### config.mk
export PLATFORM = sky130hd
export DESIGN_NAME = ptp_session_sequencer_flat
export DESIGN_NICKNAME = d
export VERILOG_FILES = /design/src/rtl/ptp_session_sequencer_if.sv /design/src/rtl/ptp_session_sequencer.sv /design/src/flat_wrapper.sv
export SDC_FILE = /design/constraint.sdc
export NUM_CORES = 1
export LEC_CHECK = 0
export CORE_UTILIZATION = 37
export DETAILED_ROUTE_END_ITERATION = 16
export SLEW_MARGIN = 10
export SYNTH_ARGS = -nofsm -noshare
export SYNTH_HDL_FRONTEND = slang
export SYNTH_SLANG_ARGS = --single-unit
### constraint.sdc
create_clock -name clock -period 3.2 [get_ports clock]
set_clock_uncertainty 0.2 [all_clocks]
set_input_delay 0.8 -clock clock [delete_from_list [all_inputs] [get_ports clock]]
set_output_delay 0.8 -clock clock [all_outputs]
set_load 0.02 [all_outputs]
### src/rtl/ptp_session_sequencer_if.sv
// Control/status and datapath handshake bundle for ptp_session_sequencer.
// The master side is the HPS register bank plus the ptp_sync datapath;
// the slave side is the sequencer itself.
interface ptp_session_sequencer_if #(
  parameter int unsigned ROUNDS_W = 4,
  parameter int unsigned TIME_W   = 32
);
  // Session commands and configuration
  logic                       cmd_start;
  logic                       cmd_abort;
  logic                       cfg_master;
  logic [ROUNDS_W-1:0]        cfg_rounds;
  // Datapath handshake
  logic                       ptp_start;
  logic                       ptp_master;
  logic                       ptp_conv_finished;
  logic [TIME_W-1:0]          ptp_travel_time;
  // Status and statistics
  logic                       busy;
  logic                       done;
  logic                       error;
  logic [ROUNDS_W-1:0]        rounds_ok;
  logic [ROUNDS_W-1:0]        rounds_fail;
  logic [TIME_W-1:0]          time_min;
  logic [TIME_W-1:0]          time_max;
  logic [TIME_W+ROUNDS_W-1:0] time_sum;

  modport master (
    output cmd_start, cmd_abort, cfg_master, cfg_rounds,
           ptp_conv_finished, ptp_travel_time,
    input  ptp_start, ptp_master, busy, done, error,
           rounds_ok, rounds_fail, time_min, time_max, time_sum
  );

  modport slave (
    input  cmd_start, cmd_abort, cfg_master, cfg_rounds,
           ptp_conv_finished, ptp_travel_time,
    output ptp_start, ptp_master, busy, done, error,
           rounds_ok, rounds_fail, time_min, time_max, time_sum
  );
endinterface

### src/rtl/ptp_session_sequencer.sv
// Multi-round PTP measurement sequencer: fires one ptp_start per round,
// waits for a fresh convergence or a timeout, leaves a guard gap for piezo
// ringing, and accumulates min/max/sum travel-time statistics.
module ptp_session_sequencer #(
  parameter int unsigned ROUNDS_W       = 4,
  parameter int unsigned TIME_W         = 32,
  parameter int unsigned TIMEOUT_CYCLES = 50000000,
  parameter int unsigned GUARD_CYCLES   = 1000000
) (
  input  logic                   clock,
  input  logic                   reset,
  ptp_session_sequencer_if.slave bus
);

  localparam int unsigned SUM_W   = TIME_W + ROUNDS_W;
  localparam int unsigned CNT_MAX = (TIMEOUT_CYCLES > GUARD_CYCLES) ? TIMEOUT_CYCLES : GUARD_CYCLES;
  localparam int unsigned CNT_W   = $clog2(CNT_MAX + 1);
  localparam logic [CNT_W-1:0] TMO_LAST = CNT_W'(TIMEOUT_CYCLES - 1);
  localparam logic [CNT_W-1:0] GRD_LAST = CNT_W'(GUARD_CYCLES);

  typedef enum logic [2:0] {
    S_IDLE,
    S_START,
    S_WAIT,
    S_GUARD,
    S_FINISH
  } state_e;

  state_e              state_q, state_d;
  logic [CNT_W-1:0]    cnt_q;          // timeout count in WAIT, gap count in GUARD
  logic                armed_q;        // a low conv flag has been seen this round
  logic [ROUNDS_W-1:0] round_idx_q;
  logic [ROUNDS_W-1:0] last_idx_q;     // index of the final round of the session

  logic                ptp_start_q, ptp_master_q, busy_q, done_q, error_q;
  logic [ROUNDS_W-1:0] rounds_ok_q, rounds_fail_q;
  logic [TIME_W-1:0]   time_min_q, time_max_q;
  logic [SUM_W-1:0]    time_sum_q;

  logic start_ok, abort, accept, timeout, sample_valid, guard_done, last_round;

  assign start_ok     = bus.cmd_start && !bus.cmd_abort;
  assign abort        = (state_q != S_IDLE) && bus.cmd_abort;
  assign accept       = armed_q && bus.ptp_conv_finished;
  assign timeout      = (cnt_q == TMO_LAST);
  assign sample_valid = (bus.ptp_travel_time > TIME_W'(1));
  assign guard_done   = (cnt_q == GRD_LAST);
  assign last_round   = (round_idx_q == last_idx_q);

  // State register
  always_ff @(posedge clock) begin
    // NOTE: sequential state uses non-blocking assignments so every register
    // samples pre-edge values regardless of block ordering.
    if (reset) state_q <= S_IDLE;
    else       state_q <= state_d;
  end

  // Next-state decode; abort overrides every non-IDLE transition
  always_comb begin
    // NOTE: default first so no path leaves state_d unassigned (no latch).
    state_d = state_q;
    unique case (state_q)
      S_IDLE:   if (start_ok) state_d = S_START;
      S_START:  state_d = S_WAIT;
      S_WAIT:   if (accept || timeout) state_d = S_GUARD;
      S_GUARD:  if (guard_done) state_d = last_round ? S_FINISH : S_START;
      S_FINISH: state_d = S_IDLE;
      default:  state_d = S_IDLE;
    endcase
    if (abort) state_d = S_IDLE;
  end

  // Registered outputs, counters and statistics
  always_ff @(posedge clock) begin
    if (reset) begin
      cnt_q         <= '0;
      armed_q       <= 1'b0;
      round_idx_q   <= '0;
      last_idx_q    <= '0;
      ptp_start_q   <= 1'b0;
      ptp_master_q  <= 1'b0;
      busy_q        <= 1'b0;
      done_q        <= 1'b0;
      error_q       <= 1'b0;
      rounds_ok_q   <= '0;
      rounds_fail_q <= '0;
      time_min_q    <= '1;
      time_max_q    <= '0;
      time_sum_q    <= '0;
    end else begin
      ptp_start_q <= (state_d == S_START);
      busy_q      <= (state_d != S_IDLE);
      done_q      <= (state_d == S_FINISH);

      if (abort) begin
        // Stats freeze as they stand; role stays driven.
        error_q <= 1'b1;
      end else begin
        unique case (state_q)
          S_IDLE: begin
            if (start_ok) begin
              ptp_master_q  <= bus.cfg_master;
              last_idx_q    <= (bus.cfg_rounds == '0) ? '0 : bus.cfg_rounds - ROUNDS_W'(1);
              round_idx_q   <= '0;
              error_q       <= 1'b0;
              rounds_ok_q   <= '0;
              rounds_fail_q <= '0;
              time_min_q    <= '1;
              time_max_q    <= '0;
              time_sum_q    <= '0;
            end
          end
          S_START: begin
            cnt_q   <= '0;
            armed_q <= 1'b0;
          end
          S_WAIT: begin
            cnt_q   <= cnt_q + CNT_W'(1);
            // A high flag is only trusted after it has been seen low, which
            // rejects the stale flag left over from the previous round.
            armed_q <= armed_q | ~bus.ptp_conv_finished;
            if (accept) begin
              cnt_q <= '0;
              if (sample_valid) begin
                rounds_ok_q <= rounds_ok_q + ROUNDS_W'(1);
                time_sum_q  <= time_sum_q + SUM_W'(bus.ptp_travel_time);
                if (bus.ptp_travel_time < time_min_q) time_min_q <= bus.ptp_travel_time;
                if (bus.ptp_travel_time > time_max_q) time_max_q <= bus.ptp_travel_time;
              end else begin
                rounds_fail_q <= rounds_fail_q + ROUNDS_W'(1);
                error_q       <= 1'b1;
              end
            end else if (timeout) begin
              cnt_q         <= '0;
              rounds_fail_q <= rounds_fail_q + ROUNDS_W'(1);
              error_q       <= 1'b1;
            end
          end
          S_GUARD: begin
            if (guard_done) begin
              if (last_round) begin
                if (rounds_ok_q == '0) time_min_q <= '0;
              end else begin
                round_idx_q <= round_idx_q + ROUNDS_W'(1);
              end
            end else begin
              cnt_q <= cnt_q + CNT_W'(1);
            end
          end
          default: begin
          end
        endcase
      end
    end
  end

  assign bus.ptp_start   = ptp_start_q;
  assign bus.ptp_master  = ptp_master_q;
  assign bus.busy        = busy_q;
  assign bus.done        = done_q;
  assign bus.error       = error_q;
  assign bus.rounds_ok   = rounds_ok_q;
  assign bus.rounds_fail = rounds_fail_q;
  assign bus.time_min    = time_min_q;
  assign bus.time_max    = time_max_q;
  assign bus.time_sum    = time_sum_q;

endmodule

### src/flat_wrapper.sv
// flat-port wrapper written by rule: the top's interface ports become plain ports
module ptp_session_sequencer_flat 
#(
  parameter int unsigned ROUNDS_W       = 4,
  parameter int unsigned TIME_W         = 32,
  parameter int unsigned TIMEOUT_CYCLES = 50000000,
  parameter int unsigned GUARD_CYCLES   = 1000000
)
  (clock, reset, bus_cmd_start, bus_cmd_abort, bus_cfg_master, bus_cfg_rounds, bus_ptp_conv_finished, bus_ptp_travel_time, bus_ptp_start, bus_ptp_master, bus_busy, bus_done, bus_error, bus_rounds_ok, bus_rounds_fail, bus_time_min, bus_time_max, bus_time_sum);
  ptp_session_sequencer_if #(.ROUNDS_W(ROUNDS_W), .TIME_W(TIME_W)) bus_i ();
  input  logic clock;
  input  logic reset;
  input wire logic [$bits(bus_i.cmd_start)-1:0] bus_cmd_start;
  input wire logic [$bits(bus_i.cmd_abort)-1:0] bus_cmd_abort;
  input wire logic [$bits(bus_i.cfg_master)-1:0] bus_cfg_master;
  input wire logic [$bits(bus_i.cfg_rounds)-1:0] bus_cfg_rounds;
  input wire logic [$bits(bus_i.ptp_conv_finished)-1:0] bus_ptp_conv_finished;
  input wire logic [$bits(bus_i.ptp_travel_time)-1:0] bus_ptp_travel_time;
  output wire logic [$bits(bus_i.ptp_start)-1:0] bus_ptp_start;
  output wire logic [$bits(bus_i.ptp_master)-1:0] bus_ptp_master;
  output wire logic [$bits(bus_i.busy)-1:0] bus_busy;
  output wire logic [$bits(bus_i.done)-1:0] bus_done;
  output wire logic [$bits(bus_i.error)-1:0] bus_error;
  output wire logic [$bits(bus_i.rounds_ok)-1:0] bus_rounds_ok;
  output wire logic [$bits(bus_i.rounds_fail)-1:0] bus_rounds_fail;
  output wire logic [$bits(bus_i.time_min)-1:0] bus_time_min;
  output wire logic [$bits(bus_i.time_max)-1:0] bus_time_max;
  output wire logic [$bits(bus_i.time_sum)-1:0] bus_time_sum;
  assign bus_i.cmd_start = bus_cmd_start;
  assign bus_i.cmd_abort = bus_cmd_abort;
  assign bus_i.cfg_master = bus_cfg_master;
  assign bus_i.cfg_rounds = bus_cfg_rounds;
  assign bus_i.ptp_conv_finished = bus_ptp_conv_finished;
  assign bus_i.ptp_travel_time = bus_ptp_travel_time;
  assign bus_ptp_start = bus_i.ptp_start;
  assign bus_ptp_master = bus_i.ptp_master;
  assign bus_busy = bus_i.busy;
  assign bus_done = bus_i.done;
  assign bus_error = bus_i.error;
  assign bus_rounds_ok = bus_i.rounds_ok;
  assign bus_rounds_fail = bus_i.rounds_fail;
  assign bus_time_min = bus_i.time_min;
  assign bus_time_max = bus_i.time_max;
  assign bus_time_sum = bus_i.time_sum;
  ptp_session_sequencer #(.ROUNDS_W(ROUNDS_W), .TIME_W(TIME_W), .TIMEOUT_CYCLES(TIMEOUT_CYCLES), .GUARD_CYCLES(GUARD_CYCLES)) u_core (.clock(clock), .reset(reset), .bus(bus_i));
endmodule
==> flow_summary_export.csv, run 1 <==
group,metric,value,unit
routing,drc,0,
finish,final_cells,1808,
routing,detail-route-antenna-nets,0,
synthesis,synth_edf_count,0,
routing,post_drt_wl_per_cell,16.57,microns
pwr,cellLeakagePower,6.046,nW
worst_setup_path,crit_buf_inv,2,
synthesis,synth_top_area_frac,0.3173,
floorplanning,io_pins,155,
grt,use_met1,0.2937,
grt,grt_use_total,0.2245,
worst_setup_path,path_class,"in -> reg",
synthesis,ys_top_cells_by_area,"dfxtp_1, ha_1, mux2i_1",
synthesis,syn_area,9527,sq um
worst_setup_path,reg2reg_to,"u_core.bus.time_sum[35]$_SDFFE_PP0P_",
place,numPortBuffers,154,
grt,antenna_found_initial,0,
worst_setup_path,path_depth,11,
floorplanning,core,25250,sq um
place,dp_cells,1769,
synthesis,synth_fp_nets,1308,
routing,firstDrtPassIters,5,
sta,min_period,3.170,ns
worst_setup_path,crit_chain,"dlygate4sd2_1 -> ha_1 -> a21o_1 -> a41o_1 -> a21oi_2 -> o31ai_2 -> a21o_1 -> a221o_1 -> buf_4 -> a2111o_1 -> nand2_1",
clock_tree,cts_max_level,4,
worst_setup_path,worstPathArrival,3.34,ns
synthesis,ys_types,65,
grt,busiest_layer,"met2",
sta,fin_crit_sh,0.9907,
finish,final_util,0.5355,
clock_tree,clock-sinks,151,
grt,gr-total-overflow,0,
worst_setup_path,cp_data_required_time,3.37,ns
sta,max-slew-margin-rel,0.6004,
synthesis,yosysSeqAreaShare,0.3173,
clock_tree,clk_pin_slew,0.06,ns
floorplanning,die-height,162.5,microns
finish,syn2layout_area_growth,41.96,%
sta,hold_viol,0,
finish,layout_commonest_cell,"buf_4",
floorplanning,die_area,26390,sq um
synthesis,async_flop_share,0,
synthesis,yosysWarnings,0,
grt,grt_max_degree,48,
worst_setup_path,max_stage_delay,0.39,ns
synthesis,syn_area_per_cell,8.184,sq um
floorplanning,initial_core_util,0.3772,
floorplanning,die_w,162.5,microns
sta,timing.setup.tns,0,ns
synthesis,ys_ff_latch,151,
sta,worst_slew_pin_slew,0.5948,ns
clock_tree,cts_tree,"done",
clock_tree,cts_buffer_depth,2,
finish,fill_cells,2395,
floorplanning,row_count,58,
worst_setup_path,worstPathMaxFanout,3,
clock_tree,ctsRootBufferMaster,"clkbuf_16",
finish,layout-drive-gt1-share,0.1746,
worst_setup_path,rr_worst_depth,11,
sta,slew_violations,0,
worst_setup_path,startpoint_type,"primary input",
routing,via_per_inst,5.124,
grt,met2_usage,0.3706,
worst_setup_path,crit_end,"u_core.bus.time_sum[35]$_SDFFE_PP0P_",
routing,route.vias.total,9264,
synthesis,synthFlopType,"dfxtp_1",
pwr,ir_drop,0.0002753,V
finish,final_cell_mix,"buf_4, dfxtp_1, nand2_1, clkdlybuf4s50_1, nor2_1",
routing,routed_wl,29960,microns
pwr,powerDensity,329.0,nW/um^2
worst_setup_path,crit_top_cell,"a21o_1",
routing,first_iter_violations,529,
clock_tree,ctsHoldBuffers,0,
outcome,status,"finished clean",
place,place_hpwl,22400,microns
worst_setup_path,r2r_slack,0.15,ns
hold_path,min_path_type,"reg -> reg",
worst_setup_path,reg2reg_from,"u_core.bus.time_sum[1]$_SDFFE_PP0P_",
clock_tree,clock_latency,0.43,ns
sta,setup_slack,0.02973,ns
sta,setup_viol,0,
place,globalplace.congestion,0.8745,
finish,insertedDiodeCount,0,
synthesis,synthCells,1164,
clock_tree,numCtsBuffers,17,
worst_setup_path,endpoint_kind,"register",
hold_path,hold_start,"u_core.bus.ptp_master$_SDFFE_PP0P_",
place,pre_cts_slack,-0.8038,ns
grt,use_met3,0.04329,
worst_setup_path,setup.worst_path.start,"bus_ptp_travel_time[6]",
worst_setup_path,crit_slowest_cell,"a2111o_1",
synthesis,synth_top_cell_by_area,"dfxtp_1",
finish,num-nets-final,1610,
sta,fmax,315.4,MHz
run,drv_cap,0,
worst_setup_path,crit_family,"compound AO/OA/AOI/OAI gates",
grt,grt_pass1_vias,8998,
grt,grt_pass1_wl,46580,microns
==> report_power, final <==
| part | internal, W | leakage (nW) | switching, W |
|---|---|---|---|
| Combinational | 0.000284 | 4.57 | 0.000330 |
| Clock | 0.00109 | 0.254 | 0.000847 |
| Sequential | 0.00189 | 1.22 | 0.0000108 |
==> worst min path at each step <==
stage / endpoint / slack [ns] / cells past startpoint
3_5_place_dp: u_core.bus.ptp_master$_SDFFE_PP0P_ / 0.26 / 2
3_3_place_gp: u_core.bus.ptp_master$_SDFFE_PP0P_ / 0.25 / 2
2_1_floorplan: u_core.last_idx_q[3]$_SDFFE_PP0P_ / 0.24 / 2
6_report: u_core.bus.ptp_master$_SDFFE_PP0P_ / 0.26 / 2
4_1_cts: u_core.bus.ptp_master$_SDFFE_PP0P_ / 0.27 / 2
5_1_grt: u_core.bus.time_max[13]$_SDFFE_PP0P_ / 0.30 / 2
==> cells in the mapped netlist (6+ instances only) <==
master	instances
a21o_1	31
a21oi_1	106
a22oi_1	11
a31oi_1	6
and3_1	11
clkbuf_1	33
dfxtp_1	151
ha_1	101
inv_1	88
mux2i_1	66
nand2_1	134
nand2b_1	13
nand3_1	22
nand4_1	29
nor2_1	112
nor2b_1	13
nor3_1	16
nor4_1	16
o211ai_1	7
o21ai_0	36
o21ai_1	17
or3_1	10
xnor2_1	21
xor2_1	36
==> worst reg2reg max path: stages (launching register included) <==
cell	delay (ns)
dfxtp_1	0.49
ha_4	0.26
a21oi_4	0.16
nor2b_4	0.05
a311o_1	0.30
a21oi_2	0.26
o31ai_2	0.11
a21o_1	0.21
a221o_1	0.34
buf_4	0.15
a2111o_1	0.39
nand2_1	0.07
==> state kept, by name (all words and copies together), names as in the netlist <==
signal	cells
u_core.armed_q	1
u_core.bus.busy	1
u_core.bus.done	1
u_core.bus.error	1
u_core.bus.ptp_master	1
u_core.bus.ptp_start	1
u_core.bus.rounds_fail	4
u_core.bus.rounds_ok	4
u_core.bus.time_max	32
u_core.bus.time_min	32
u_core.bus.time_sum	36
u_core.cnt_q	26
u_core.last_idx_q	4
u_core.round_idx_q	4
u_core.state_q	3
==> through the flow <==
step | instance area, sq um | power, W | hold WS, ns
detailed placement | 12630 | 0.002525 | 0.2568
CTS | 13220 | 0.004450 | 0.2653
floorplan | 9590 | 0.002234 | 0.2434
global placement | 12630 | 0.002520 | 0.2463
finish | 13520 | 0.004450 | 0.2609
global route | 13520 | 0.004613 | 0.3001
==> layer usage <==
layer / part of all wire / wire length (microns)
met5: 0 / 0
met1: 0.48 / 14320
met2: 0.46 / 13770
met3: 0.044 / 1332
met4: 0.018 / 543
==> cell type report <==
class	count	area (sq um)	area share
Clock buffer	20	446.7	0.03303
Clock inverter	11	103.9	0.007679
Inverter	89	334.1	0.02470
Sequential cell	151	3023	0.2235
Tap cell	330	412.9	0.03053
Timing Repair Buffer	326	2974	0.2199
Multi-Input combinational cell	881	6230	0.4606
==> logic make-up (layout without fill, tap and decap cells) <==
family,after synthesis,count (layout),synth area share
AND/OR/NAND/NOR,401,401,0.2034
AO/OA/AOI/OAI,255,255,0.1654
flip-flops,151,151,0.3173
buffers and inverters,132,446,0.05739
adder cells (fa/ha/maj),102,102,0.1348
multiplexers,66,66,0.06935
XOR/XNOR,57,57,0.05240
==> repair_timing <==
item	in CTS	in global routing
gates resized for setup	38	39
setup buffers	0	3
setup endpoints to repair	101	87
gates cloned	0	5
pin swaps	8	12
No activity file was read; power rests on OpenSTA's default activity.
==> run 2: changes to the inputs <==
--- a/config.mk
+++ b/config.mk
@@ -5,6 +5,8 @@
 export SDC_FILE = /design/constraint.sdc
 export NUM_CORES = 1
 export LEC_CHECK = 0
+export CAP_MARGIN = 20
+export CORE_ASPECT_RATIO = 1.4
 export CORE_UTILIZATION = 37
 export DETAILED_ROUTE_END_ITERATION = 16
 export SLEW_MARGIN = 10
==> run 2 against run 1 <==
- flip-flop and latch count stayed put
- combinational power is 3.4% lower
- final cell count is 0.50% lower
- total power is 3.6% higher
- cell area is 0.98% lower
- critical path depth is 1 higher
- highest routed layer unchanged
- die area hardly changed
- clock power is 9% higher
- largest cell class unchanged
- global-route usage is 1.4 points higher
- clock-buffer cell count is 1 higher
- worst setup slack better by 0.046 ns
- register-to-register slack worse by 0.02 ns
- critical endpoint unchanged
==> flow_summary_export.csv, run 2 (synthesized netlist as in run 1, its figures left out) <==
group,metric,value,unit
hold_path,whs_path_depth,2,
grt,grt_use_total,0.2380,
grt,gr-total-overflow,0,
floorplanning,io_pins,155,
worst_setup_path,r2r_slack,0.13,ns
worst_setup_path,rr_worst_depth,11,
finish,layout_commonest_cell,"buf_4",
finish,largest_reg_flops,36,
worst_setup_path,endpoint_kind,"register",
sta,setup_viol,0,
floorplanning,row_count,69,
place,globalplace.congestion,0.9008,
floorplanning,die_w,137.6,microns
floorplanning,die_area,26400,sq um
clock_tree,clock-sinks,151,
grt,grt_pass1_vias,9256,
sta,hold_viol,0,
routing,via_per_inst,5.228,
routing,route.vias.total,9406,
floorplanning,initial_core_util,0.3766,
routing,firstDrtPassIters,7,
pwr,cellLeakagePower,6.030,nW
sta,fin_crit_sh,0.9764,
grt,grt_pass1_wl,48220,microns
worst_setup_path,max_stage_delay,0.40,ns
worst_setup_path,crit_slowest_cell,"a2111o_1",
run,drv_cap,0,
worst_setup_path,worstPathArrival,3.31,ns
floorplanning,die-height,191.9,microns
place,place_hpwl,23390,microns
worst_setup_path,path_class,"in -> reg",
clock_tree,clk_pin_slew,0.06,ns
sta,slew_violations,0,
worst_setup_path,crit_buf_inv,2,
finish,layout-drive-gt1-share,0.1662,
clock_tree,ctsHoldBuffers,0,
clock_tree,cts_buffer_depth,2,
finish,syn2layout_area_growth,40.57,%
worst_setup_path,reg2reg_to,"u_core.bus.time_min[22]$_SDFFE_PP1P_",
finish,final_cell_area,13390,sq um
clock_tree,numCtsBuffers,17,
sta,worst_slew_pin_slew,0.6806,ns
finish,fill_cells,2406,
worst_setup_path,reg2reg_from,"u_core.cnt_q[1]$_SDFFE_PP0P_",
clock_tree,cts_tree,"done",
grt,grt_max_degree,38,
finish,insertedDiodeCount,0,
clock_tree,cts_max_level,4,
floorplanning,core,25300,sq um
pwr,report.power.total,0.004608,W
pwr,ir_drop,0.0003686,V
sta,min_period,3.124,ns
finish,final_cells,1799,
hold_path,hold_start,"u_core.bus.ptp_master$_SDFFE_PP0P_",
pwr,powerDensity,344.1,nW/um^2
place,dp_cells,1762,
outcome,status,"finished clean",
hold_path,min_path_type,"reg -> reg",
place,numPortBuffers,154,
worst_setup_path,crit_chain,"dlygate4sd2_1 -> ha_4 -> a21oi_1 -> nor2b_1 -> a311o_1 -> a21oi_2 -> o31ai_2 -> a21o_1 -> a221o_1 -> buf_4 -> a2111o_1 -> nand2_1",
routing,drc,0,
place,placed_area,12630,sq um
hold_path,hold_end,"u_core.bus.ptp_master$_SDFFE_PP0P_",
sta,fmax,320.1,MHz
routing,post_drt_wl_per_cell,16.85,microns
routing,routed_wl,30320,microns
finish,final_cell_mix,"buf_4, dfxtp_1, nand2_1, clkdlybuf4s50_1, nor2_1",
finish,num-nets-final,1611,
sta,max-slew-margin-rel,0.5463,
clock_tree,clock_latency,0.44,ns
worst_setup_path,startpoint_type,"primary input",
grt,antenna_found_initial,0,
clock_tree,ctsRootBufferMaster,"clkbuf_16",
worst_setup_path,cp_data_required_time,3.38,ns
worst_setup_path,worstPathMaxFanout,3,
routing,detail-route-antenna-nets,0,
routing,first_iter_violations,443,
worst_setup_path,crit_family,"compound AO/OA/AOI/OAI gates",
## run 2: changes by cell type in the layout (fill, tap and decap cells not counted), sizes merged, moves of 2 or more
cell / previous run / this run
clkdlybuf4s15: 3 / 1
dlygate4sd2: 18 / 29
buf: 170 / 174
bufinv: 1 / 3
clkbuf: 25 / 22
dlymetal6s2s: 8 / 1
clkinvlp: 5 / 1
## run 2: how the worst max path moves through the flow
| stage | from | to | depth (start not counted) |
|---|---|---|---|
| finish | bus_ptp_travel_time[3] | u_core.bus.time_sum[35]$_SDFFE_PP0P_ | 12 |
| global route | bus_ptp_travel_time[10] | u_core.bus.time_sum[35]$_SDFFE_PP0P_ | 12 |
| CTS | bus_ptp_travel_time[17] | u_core.bus.time_min[22]$_SDFFE_PP1P_ | 12 |
| detailed placement | bus_ptp_travel_time[15] | u_core.bus.time_sum[33]$_SDFFE_PP0P_ | 11 |
| global placement | bus_ptp_travel_time[15] | u_core.bus.time_sum[33]$_SDFFE_PP0P_ | 11 |
| floorplan | bus_ptp_travel_time[1] | u_core.bus.time_sum[33]$_SDFFE_PP0P_ | 10 |
## run 2: power breakdown
part	switching (W)	internal (W)
sequential	0.0000100	0.00189
clock	0.000843	0.00127
combinational	0.000328	0.000266
total	0.00118	0.00343
## run 2: worst min-delay path, cell delays in order, from the launching register on
cell     delay, ns
dfxtp_1       0.31
nand2_1       0.05
a21oi_1       0.06
## run 2: layout make-up
cell class | instances | area, sq um | share of cell area
Multi-Input combinational cell | 881 | 6146 | 0.4589
Timing Repair Buffer | 327 | 2882 | 0.2152
Inverter | 89 | 334.1 | 0.02495
Clock inverter | 11 | 147.6 | 0.01102
Sequential cell | 151 | 3023 | 0.2257
Tap cell | 319 | 399.1 | 0.02980
Clock buffer | 21 | 460.4 | 0.03438
## run 2: per-stage QoR
step           setup TNS (ns)  worst slack, ns  utilization  hold WS, ns
2_1_floorplan         -0.1063          -0.1063            -       0.2434
3_3_place_gp           -51.13          -0.6526       0.4993       0.2464
3_5_place_dp           -51.68          -0.7782       0.4993       0.2593
4_1_cts                     0       0.00003508       0.5271       0.2675
5_1_grt               -0.1178         -0.01921       0.5294       0.2814
6_report                    0          0.07554       0.5294       0.2640
## run 2: metal layers
metal | track usage | share of wire
met1 | 0.2719 | 0.41
met2 | 0.4300 | 0.52
met3 | 0.04249 | 0.043
met4 | 0.09383 | 0.029
met5 | 0 | 0
## run 2: what timing repair did
action,CTS,global route
pin swaps,8,7
gates cloned,1,0
gates resized for setup,46,14
endpoints found under the setup margin,86,41
setup buffers,3,1
endpoints found under the hold margin,0,0
